### src/rtl/cache_skid_reg.sv
// rtl/cache_skid_reg.sv - elastic valid/ready pipeline stage with 2-entry skid buffer
//
// Purpose:
//   Cache pipeline stage register with a valid/ready handshake.
//   It holds up to two entries: a main register, which drives out_data, and a skid register.
//   in_ready is decoded only from the stage state, so there is no combinational path from out_ready to in_ready.
//   With out_ready held high the stage passes one transfer per cycle.
//
// Optional feature:
//   `define CACHE_SKID_STALL_CNT_EN builds a saturating downstream-stall counter.
//   When it is not defined, stall_cycles is tied to 0.
//
// Ports:
//   clk          in   clock, rising edge
//   rst          in   asynchronous active-high reset
//   flush        in   discard all held entries (highest priority)
//   in_valid     in   upstream payload valid
//   in_ready     out  stage can accept (state-only decode)
//   in_data      in   upstream payload [WIDTH]
//   out_valid    out  out_data valid
//   out_ready    in   downstream accepts this cycle
//   out_data     out  head payload, straight from the main register [WIDTH]
//   count        out  occupancy 0..2
//   stall_cycles out  cycles with out_valid & ~out_ready & ~flush [STALL_CNT_W]

module cache_skid_reg #(
  parameter int WIDTH          = 64,
  parameter bit CLEAR_ON_FLUSH = 1'b0,
  parameter int STALL_CNT_W    = 32
) (
  input  logic                   clk,
  input  logic                   rst,
  input  logic                   flush,
  input  logic                   in_valid,
  output logic                   in_ready,
  input  logic [WIDTH-1:0]       in_data,
  output logic                   out_valid,
  input  logic                   out_ready,
  output logic [WIDTH-1:0]       out_data,
  output logic [1:0]             count,
  output logic [STALL_CNT_W-1:0] stall_cycles
);

  typedef enum logic [1:0] {
    EMPTY = 2'd0,
    ONE   = 2'd1,
    FULL  = 2'd2
  } state_t;

  state_t           state, state_nxt;
  logic [WIDTH-1:0] main_q, main_nxt;
  logic [WIDTH-1:0] skid_q, skid_nxt;
  logic             accept, emit;

  assign out_valid = (state != EMPTY);
  assign in_ready  = (state != FULL);
  assign out_data  = main_q;
  assign count     = (state == FULL) ? 2'd2 : (state == ONE) ? 2'd1 : 2'd0;

  assign accept = in_valid & in_ready;
  assign emit   = out_valid & out_ready;

  always_ff @(posedge clk or posedge rst) begin
    if (rst) begin
      state  <= EMPTY;
      main_q <= '0;
      skid_q <= '0;
    end else begin
      state  <= state_nxt;
      main_q <= main_nxt;
      skid_q <= skid_nxt;
    end
  end

  always_comb begin
    state_nxt = state;
    main_nxt  = main_q;
    skid_nxt  = skid_q;
    if (flush) begin
      // A same-cycle accept is dropped.
      // A same-cycle emit has already been seen downstream.
      state_nxt = EMPTY;
      if (CLEAR_ON_FLUSH) begin
        main_nxt = '0;
        skid_nxt = '0;
      end
    end else begin
      case (state)
        EMPTY: begin
          if (accept) begin
            state_nxt = ONE;
            main_nxt  = in_data;
          end
        end
        ONE: begin
          if (accept && emit) begin
            main_nxt = in_data;
          end else if (accept) begin
            // Downstream is stalled, so the new entry parks in the skid register.
            state_nxt = FULL;
            skid_nxt  = in_data;
          end else if (emit) begin
            state_nxt = EMPTY;
          end
        end
        FULL: begin
          // in_ready is low here, so only the head can move.
          if (emit) begin
            state_nxt = ONE;
            main_nxt  = skid_q;
          end
        end
        default: state_nxt = EMPTY;
      endcase
    end
  end

`ifdef CACHE_SKID_STALL_CNT_EN
  logic [STALL_CNT_W-1:0] stall_q;

  always_ff @(posedge clk or posedge rst) begin
    if (rst) begin
      stall_q <= '0;
    end else if (out_valid && !out_ready && !flush && !(&stall_q)) begin
      stall_q <= stall_q + {{(STALL_CNT_W-1){1'b0}}, 1'b1};
    end
  end

  assign stall_cycles = stall_q;
`else
  assign stall_cycles = '0;
`endif

endmodule

### config.mk
export PLATFORM = sky130hd
export DESIGN_NAME = cache_skid_reg
export DESIGN_NICKNAME = d
export VERILOG_FILES = /design/src/rtl/cache_skid_reg.sv
export SDC_FILE = /design/constraint.sdc
export NUM_CORES = 1
export LEC_CHECK = 0
export ABC_AREA = 1
export CORE_UTILIZATION = 52
export CTS_CLUSTER_DIAMETER = 80
export DETAILED_ROUTE_END_ITERATION = 6
export PLACE_DENSITY_LB_ADDON = 0.12
export RECOVER_POWER = 100
export SLEW_MARGIN = 25
export SYNTH_ARGS = -nofsm -noshare
export SYNTH_HDL_FRONTEND = slang
export SYNTH_SLANG_ARGS = --single-unit
export TNS_END_PERCENT = 5
### constraint.sdc
create_clock -name clk -period 6.36 [get_ports clk]
set_clock_uncertainty 0.1 [all_clocks]
set_input_delay 0.636 -clock clk [delete_from_list [all_inputs] [get_ports clk]]
set_output_delay 0.636 -clock clk [all_outputs]
set_load 0.1 [all_outputs]
==> results of run 1 <==
[how the worst min path moves through the flow]
stage,slack [ps],end,depth (start not counted),start
final,360,out_data[58]$_DFFE_PP0P_,2,out_data[58]$_DFFE_PP0P_
after global routing,380,out_data[21]$_DFFE_PP0P_,2,out_data[21]$_DFFE_PP0P_
after CTS,370,out_data[47]$_DFFE_PP0P_,2,out_data[47]$_DFFE_PP0P_
after detailed placement,360,out_data[47]$_DFFE_PP0P_,2,out_data[47]$_DFFE_PP0P_
after global placement,350,out_data[21]$_DFFE_PP0P_,2,out_data[21]$_DFFE_PP0P_
after floorplan,350,skid_q[0]$_DFFE_PP0P_,2,skid_q[0]$_DFFE_PP0P_
[final cells by class]
| type | count | area, µm² |
|---|---|---|
| Fill cell | 927 | 3500 |
| Tap cell | 143 | 179 |
| Clock buffer | 22 | 484 |
| Inverter | 72 | 272 |
| Sequential cell | 130 | 3250 |
| Clock inverter | 10 | 154 |
| Timing Repair Buffer | 142 | 1410 |
| Multi-Input combinational cell | 506 | 2170 |
[metrics by stage]
stage | std cells | hold slack, ps | setup slack, ps
detailed placement | 993 | 358 | 2640
finish | 1025 | 362 | 1600
global route | 1025 | 379 | 1110
floorplan | 788 | 353 | 2150
CTS | 1025 | 372 | 2160
global placement | 993 | 353 | 2700
[power groups by stage]
stage	sequential, W	combinational (W)	clock [W]
global placement	0.00124	0.00179	0
finish	0.00123	0.00177	0.00104
CTS	0.00124	0.00183	0.00105
floorplan	0.00219	0.000461	0
global route	0.00127	0.00187	0.00109
detailed placement	0.00125	0.00182	0
[worst reg2reg max path: stages, from the launching register on]
cell     delay, ps
dfrtp_1        450
inv_1          120
nand2_1        670
buf_4          450
nand2_1        180
a21oi_4        140
buf_4          580
nand2_1       1450
nand2_1        410
nand2_1         90
[metal layers]
metal	global-route usage (%)	wire length, µm
met5	0	0
met4	10.4	187
met1	30.6	6020
met3	6.17	805
met2	39.7	6790
[cell families (layout without fill, tap and decap cells)]
kind of cell,after synthesis,after routing,synth area share [%]
AND/OR/NAND/NOR,342,342,22.6
flip-flops,130,130,53.5
AO/OA/AOI/OAI,132,132,11.0
buffers and inverters,152,246,12.9
other,1,32,0.0616
[registers in the layout (all words and copies together), names as in the netlist]
register  cells
out_data     64
skid_q       64
state         2
[cells in the final DEF (no fill, tap or decap), drive strengths merged]
| master | netlist | layout |
|---|---|---|
| clkdlybuf4s50 | 0 | 66 |
| inv | 72 | 70 |
| nand4 | 1 | 1 |
| bufinv | 0 | 4 |
| o21ai | 98 | 98 |
| dfrtp | 130 | 130 |
| buf | 72 | 5 |
| nand2 | 239 | 239 |
| clkinv | 0 | 7 |
| clkbuf | 8 | 23 |
| a21oi | 33 | 33 |
| nand3 | 67 | 67 |
| nor2 | 35 | 35 |
| conb | 1 | 32 |
| clkinvlp | 0 | 1 |
| dlygate4sd3 | 0 | 70 |
| o31ai | 1 | 1 |
==> flow_metrics.env, run 1 <==
export IMPL_syn_avg_cell_area_um2=8.04
export IMPL_synth_main_ff_cell="dfrtp_1"
export IMPL_synth_most_common_cell="nand2_1"
export IMPL_synth_area_leaders="dfrtp_1 (53%), nand2_1 (15%), o21ai_0 (8.1%)"
export IMPL_clockRootBuffer="clkbuf_16"
export IMPL_first_pass_iters=5
export IMPL_die_width_um=110
export IMPL_area_growth_pct=30.1
export IMPL_grtUsageTotal_pct=24.3
export IMPL_finalMaxSlewViolations=142
export IMPL_cts_max_path_buffers=2
export IMPL_ys_types=17
export IMPL_cp_start_kind="flip-flop"
export IMPL_power_internal_w=0.00214
export IMPL_end_kind="flip-flop"
export IMPL_setup_violations=0
export IMPL_critPathMaxStageDelay_ps=1440
export IMPL_ys_seq_area_share_pct=53.5
export IMPL_grt_pass1_vias=4913
export IMPL_placed_area_um2=7290
export IMPL_h_tree_depth=4
export IMPL_crit_required_ps=6550
export IMPL_die_area_um2=12100
export IMPL_clkTransAtPathRegs_ps=50
export IMPL_crit_top_cell="nand2_1"
export IMPL_viasPerCell=5.07
export IMPL_syn_inst=757
export IMPL_drt_iter0_drc=266
export IMPL_wirelength_um=13800
export IMPL_grt_pass1_wl_um=22500
export IMPL_rr_worst_depth=9
export IMPL_switchingPower_w=0.00190
export IMPL_crit_slowest_cell="nand2_1"
export IMPL_gp_congestion=0.828
export IMPL_fmax_mhz=210
export IMPL_holdCritPathClass="flip-flop to flip-flop"
export IMPL_critical_path_max_fanout=65
export IMPL_yosysTopAreaCellShare_pct=53.5
export IMPL_crit_chain="inv_1 -> nand2_1 -> buf_4 -> nand2_1 -> a21oi_4 -> buf_4 -> nand2_1 -> nand2_1 -> nand2_1"
export IMPL_clk_latency_ps=410
export IMPL_cts_tree="done"
export IMPL_rows=39
export IMPL_antenna_found_initial=0
export IMPL_r2r_start="state[0]$_DFFE_PP0P_"
export IMPL_cts_setup_buffers=0
export IMPL_r2r_end="out_data[42]$_DFFE_PP0P_"
export IMPL_remaining_drc_errors=0
export IMPL_path_depth=9
export IMPL_postCtsHoldBufs=0
export IMPL_rsz0062_at_grt="no"
export IMPL_nNetsFinal=938
export IMPL_cap_violations=2
export IMPL_synth_top_area_cell="dfrtp_1"
export IMPL_hold_viol=0
export IMPL_wire_per_inst_um=13.5
export IMPL_synth_async_reset_ratio_pct=100
export IMPL_port_buffers=136
export IMPL_cts_resized_gates=0
export IMPL_p_per_area_nw_per_um2=510
export IMPL_worstMarginPinSlew_ps=3240
export IMPL_core_um2=11400
export IMPL_synth_common_cells="nand2_1 (237), dfrtp_1 (130), o21ai_0 (98)"
export IMPL_finalCritPeriodShare_pct=74.9
export IMPL_place_hpwl_um=8500
export IMPL_grt_max_degree=130
export IMPL_rrSetupSlack_ps=1600
export IMPL_endpoint="out_data[42]$_DFFE_PP0P_"
export IMPL_startpoint="state[0]$_DFFE_PP0P_"
export IMPL_cts_buffers_inserted=17
export IMPL_cp_num_buf_inv=3
export IMPL_ys_ff_latch=130
export IMPL_tns_ps=0
export IMPL_outcome="complete, but fails checks"
export IMPL_synth_edf_count=0
export IMPL_failed_checks="max-capacitance violations, max-slew violations"
export IMPL_p_seq_share_pct=30.6
export IMPL_cts_sinks=130
export IMPL_ant_nets=0
export IMPL_synth_area_um2=6090
export IMPL_drive_gt1_share_pct=4.54
export IMPL_arrival_ps=4950
export IMPL_p_leak_nw=4.12
export IMPL_path_class="flip-flop to flip-flop"
export IMPL_fin_crit_ps=4760
export IMPL_grt_overflow_total=0
export IMPL_ys_warnings_count=0
export IMPL_finalPower_w=0.00404
export IMPL_num_vias=5199
export IMPL_comb_power_share_pct=43.8
export IMPL_pwr_share_clk_pct=25.7
export IMPL_start_util_pct=53.3
export IMPL_ios=169
export IMPL_path_delay_family="simple AND/OR/NAND/NOR gates"
export IMPL_slew_headroom_pct=-117
export IMPL_die_h_um=110
export IMPL_antenna_cells=0
export IMPL_final_area_um2=7920
export IMPL_swShare_pct=47.0
export IMPL_fin_util_pct=69.3
export IMPL_ir_drop_uv=379
Note: power is estimated with default switching activity, not from simulation.
==> inputs of run 2 (changes only) <==
Settings changed: CORE_UTILIZATION 52 to 44.
Clock period 6.36 ns to 4.2 ns, I/O delays scaled along.
==> run 2 against run 1 <==
The run still ends with max-capacitance violations, max-slew violations left. Utilization decreased by 10 points. Worst hold slack got worse by 0.54 ps. Global-route usage decreased by 3.1 points. Worst setup slack got worse by 700 ps.
==> flow_metrics.env, run 2 (same netlist as run 1, synthesis figures left out) <==
export IMPL_cts_tree="done"
export IMPL_core_um2=13300
export IMPL_swShare_pct=48.2
export IMPL_rsz0062_at_grt="no"
export IMPL_path_class="flip-flop to primary output"
export IMPL_viasPerCell=4.84
export IMPL_p_per_area_nw_per_um2=754
export IMPL_antenna_cells=0
export IMPL_p_leak_nw=4.08
export IMPL_ir_drop_uv=547
export IMPL_gp_congestion=0.814
export IMPL_place_hpwl_um=9070
export IMPL_crit_required_ps=3680
export IMPL_cts_resized_gates=0
export IMPL_r2r_start="state[1]$_DFFE_PP0P_"
export IMPL_area_growth_pct=29.3
export IMPL_switchingPower_w=0.00286
export IMPL_cts_max_path_buffers=2
export IMPL_slew_headroom_pct=-71.6
export IMPL_ant_nets=0
export IMPL_tns_ps=0
export IMPL_port_buffers=136
export IMPL_fin_crit_ps=3310
export IMPL_power_internal_w=0.00308
export IMPL_start_util_pct=45.6
export IMPL_h_tree_depth=4
export IMPL_hold_viol=0
export IMPL_num_vias=5123
export IMPL_remaining_drc_errors=0
export IMPL_die_h_um=120
export IMPL_grt_overflow_total=0
export IMPL_clkTransAtPathRegs_ps=50
export IMPL_wire_per_inst_um=13.3
export IMPL_p_seq_share_pct=31.7
export IMPL_layout_commonest_cell="nand2_1"
export IMPL_drt_iter0_drc=267
export IMPL_cts_sinks=130
export IMPL_holdCritPathClass="flip-flop to flip-flop"
export IMPL_wl_met2_um=6790
export IMPL_failed_checks="max-capacitance violations, max-slew violations"
export IMPL_critical_path_max_fanout=50
export IMPL_place_ws_ps=1640
export IMPL_regArea_um2=3250
export IMPL_pwr_share_clk_pct=23.4
export IMPL_ios=169
export IMPL_fill_cells=1249
export IMPL_end_kind="primary output"
export IMPL_drive_gt1_share_pct=4.08
export IMPL_outcome="complete, but fails checks"
export IMPL_route_met3_wl_um=654
export IMPL_setup_violations=0
export IMPL_cp_start_kind="flip-flop"
export IMPL_first_pass_iters=5
export IMPL_worstMarginPinSlew_ps=2570
export IMPL_cap_violations=2
export IMPL_top_layer="met4"
export IMPL_wl_met1_um=6390
export IMPL_nNetsFinal=939
export IMPL_layout_common_cells="nand2_1 (237), dfrtp_1 (130), o21ai_0 (98)"
export IMPL_clockRootBuffer="clkbuf_16"
export IMPL_fin_ws_ps=894
export IMPL_hp_start="out_data[32]$_DFFE_PP0P_"
export IMPL_wirelength_um=14100
export IMPL_grt_pass1_vias=4994
export IMPL_finalCritPeriodShare_pct=78.7
export IMPL_clk_latency_ps=410
export IMPL_comb_power_share_pct=44.9
export IMPL_multi_input_area_um2=2160
export IMPL_arrival_ps=2790
export IMPL_cts_setup_buffers=0
export IMPL_postCtsHoldBufs=0
export IMPL_die_area_um2=14300
export IMPL_cts_buffers_inserted=17
export IMPL_fmax_mhz=302
export IMPL_startpoint="state[0]$_DFFE_PP0P_"
export IMPL_die_width_um=120
export IMPL_antenna_found_initial=0
export IMPL_grt_pass1_wl_um=23700
export IMPL_rows=42
export IMPL_grt_max_degree=129
export IMPL_finalMaxSlewViolations=196
export IMPL_grtUsageTotal_pct=21.1
[run 2: worst paths after layout]
| check | end | slack [ps] | cells past startpoint |
|---|---|---|---|
| worst max register to register | skid_q[25]$_DFFE_PP0P_ | 1110 | 6 |
| worst max-delay path | in_ready | 890 | 4 |
| max in group asynchronous | skid_q[60]$_DFFE_PP0P_ | 1250 | 2 |
| worst min-delay path | out_data[32]$_DFFE_PP0P_ | 360 | 2 |
| min in group asynchronous | skid_q[22]$_DFFE_PP0P_ | 1250 | 2 |
| worst min register to register | out_data[32]$_DFFE_PP0P_ | 360 | 2 |
[run 2: cell type report]
cell class                      instances  area share (%)
Clock buffer                           26            6.47
Clock inverter                          5           0.636
Inverter                               72            3.43
Multi-Input combinational cell        506            27.4
Sequential cell                       130            41.3
Tap cell                              176            2.80
Timing Repair Buffer                  143            17.9
[run 2: power by group through the flow]
stage	registers (W)	logic [W]	clock network [W]
global route	0.00193	0.00281	0.00148
global placement	0.00190	0.00272	0
detailed placement	0.00190	0.00276	0
finish	0.00188	0.00267	0.00139
floorplan	0.00332	0.000698	0
CTS	0.00189	0.00276	0.00142
[run 2: layer usage]
metal | up-vias | global-route usage [%]
li1 | 2542 | -
met2 | 153 | 34.1
met5 | - | 0
met3 | 21 | 4.80
met4 | 0 | 8.91
met1 | 2407 | 27.4
[run 2: worst max-delay path, cell delays in order (launching register included)]
cell	delay, ps
dfrtp_1	440
inv_1	100
nand2_1	420
buf_4	500
clkbuf_1	910
[run 2: metrics by stage]
step                utilization [%]  cell area, µm²  total power [W]  cells  hold WS (ps)
finish                         59.0            7870          0.00594   1058           362
global route                   59.0            7870          0.00622   1058           377
CTS                            59.2            7900          0.00608   1058           371
detailed placement             55.0            7340          0.00466   1027           358
global placement               55.0            7340          0.00462   1027           353
floorplan                         -            6200          0.00402    788           353
==> inputs of run 3 (changes only) <==
Clock period 4.2 ns to 2.85 ns, I/O delays scaled along.
==> run 3 against run 2 <==
The run now ends clean. Critical path depth is 4 higher. Via count is 0.84% higher. Die area stayed put. Cell count is 0.95% higher. Sequential power is 48% higher. Count of clock-buffer cells in the layout is 7 lower. Register-to-register slack worse by 670 ps. Worst setup slack worse by 450 ps. Sequential share of layout area is 1.4 points higher. Final area is 3.2% lower. Flip-flop and latch count stayed put. Non-clock buffer count is 9 higher. Critical endpoint is now out_data[30]$_DFFE_PP0P_. Largest power group unchanged.
==> flow_metrics.env, run 3 (same netlist as run 1, synthesis figures left out) <==
export IMPL_viasPerCell=4.84
export IMPL_gp_congestion=0.811
export IMPL_finalPower_w=0.00877
export IMPL_port_buffers=136
export IMPL_grt_max_degree=71
export IMPL_comb_power_share_pct=42.0
export IMPL_rsz0062_at_grt="no"
export IMPL_wirelength_um=14300
export IMPL_fin_crit_ps=2410
export IMPL_slew_headroom_pct=11.9
export IMPL_h_tree_depth=4
export IMPL_ir_drop_uv=731
export IMPL_crit_required_ps=3100
export IMPL_remaining_drc_errors=0
export IMPL_nNetsFinal=948
export IMPL_ant_nets=0
export IMPL_switchingPower_w=0.00429
export IMPL_placed_cells=1036
export IMPL_fmax_mhz=415
export IMPL_clk_latency_ps=410
export IMPL_cts_max_path_buffers=2
export IMPL_die_area_um2=14300
export IMPL_grtUsageTotal_pct=21.3
export IMPL_path_class="flip-flop to flip-flop"
export IMPL_grt_overflow_total=0
export IMPL_arrival_ps=2650
export IMPL_place_hpwl_um=9630
export IMPL_cts_resized_gates=0
export IMPL_grt_pass1_vias=5005
export IMPL_antenna_found_initial=0
export IMPL_grt_pass1_wl_um=23800
export IMPL_pwr_share_clk_pct=26.3
export IMPL_finalMaxSlewViolations=0
export IMPL_fin_cells=1068
export IMPL_holdCritPathClass="input port to async pin"
export IMPL_cp_start_kind="flip-flop"
export IMPL_worstMarginPinSlew_ps=1320
export IMPL_area_growth_pct=25.2
export IMPL_finalCritPeriodShare_pct=84.5
export IMPL_cts_tree="done"
export IMPL_setup_violations=0
export IMPL_tns_ps=0
export IMPL_layout_common_cells="nand2_1 (237), dfrtp_1 (130), o21ai_0 (98)"
export IMPL_ios=169
export IMPL_layout_commonest_cell="nand2_1"
export IMPL_p_leak_nw=3.90
export IMPL_power_internal_w=0.00448
export IMPL_end_kind="flip-flop"
export IMPL_p_seq_share_pct=31.7
export IMPL_core_um2=13300
export IMPL_die_h_um=120
export IMPL_clockRootBuffer="clkbuf_16"
export IMPL_drt_iter0_drc=428
export IMPL_swShare_pct=48.9
export IMPL_critical_path_max_fanout=39
export IMPL_antenna_cells=0
export IMPL_cts_buffers_inserted=17
export IMPL_drive_gt1_share_pct=6.05
export IMPL_clkTransAtPathRegs_ps=60
export IMPL_cts_setup_buffers=0
export IMPL_die_width_um=120
export IMPL_start_util_pct=45.6
export IMPL_hold_viol=0
export IMPL_cap_violations=0
export IMPL_num_vias=5166
export IMPL_cts_sinks=130
export IMPL_rows=42
export IMPL_first_pass_iters=5
export IMPL_postCtsHoldBufs=0
export IMPL_p_per_area_nw_per_um2=1150
export IMPL_wire_per_inst_um=13.4
export IMPL_outcome="finished clean"
-- run 3: area by class of cell --
cell class / instances / area, µm²
inverter: 72 / 272
fill: 1269 / 5730
tap: 176 / 220
multi-input combinational: 506 / 2170
sequential: 130 / 3250
timing repair buffer: 152 / 1070
clock buffer: 19 / 453
clock inverter: 13 / 184
-- run 3: stage by stage --
stage | utilization (%) | hold slack [ps] | setup WS [ps] | area (µm²)
after global routing | 57.1 | 286 | 218 | 7620
after global placement | 54.5 | 357 | 642 | 7280
after CTS | 59.3 | 71.2 | 475 | 7920
after floorplan | - | 283 | 733 | 6210
after detailed placement | 54.5 | 363 | 591 | 7280
final | 57.1 | 240 | 443 | 7620
-- run 3: worst paths after layout --
kind / from / end / slack (ps) / depth (start not counted)
setup / recovery: state[0]$_DFFE_PP0P_ / out_data[30]$_DFFE_PP0P_ / 440 / 8
hold / removal: rst / skid_q[6]$_DFFE_PP0P_ / 240 / 2
min in group clk: in_data[19] / skid_q[19]$_DFFE_PP0P_ / 350 / 3
hold reg to reg: out_data[42]$_DFFE_PP0P_ / out_data[42]$_DFFE_PP0P_ / 370 / 2
setup reg to reg: state[0]$_DFFE_PP0P_ / out_data[30]$_DFFE_PP0P_ / 440 / 8
max in group asynchronous: rst / out_data[60]$_DFFE_PP0P_ / 860 / 3
-- run 3: metal layers --
metal  GRT usage (%)  vias to the layer above  share of wire, %
met5               0                        -                 0
met4            9.22                        0               1.9
met3            4.85                       24               4.7
met2            33.7                      153                48
met1            28.0                     2433                46
li1                -                     2556                 -
-- run 3: power by group through the flow --
stage,sequential (W),combinational (W),clock (W)
after CTS,0.00279,0.00398,0.00235
final,0.00278,0.00368,0.00231
after detailed placement,0.00280,0.00398,0
after global routing,0.00285,0.00389,0.00243
after global placement,0.00279,0.00393,0
after floorplan,0.00490,0.00103,0
-- run 3: critical path, cell delays in order, from the launching register on --
cell	delay [ps]
dfrtp_1	430
nor2_1	260
nor2_1	70
nand2_1	110
nand2_1	510
nand2_2	250
buf_4	390
nand2_1	110
nand2_1	70
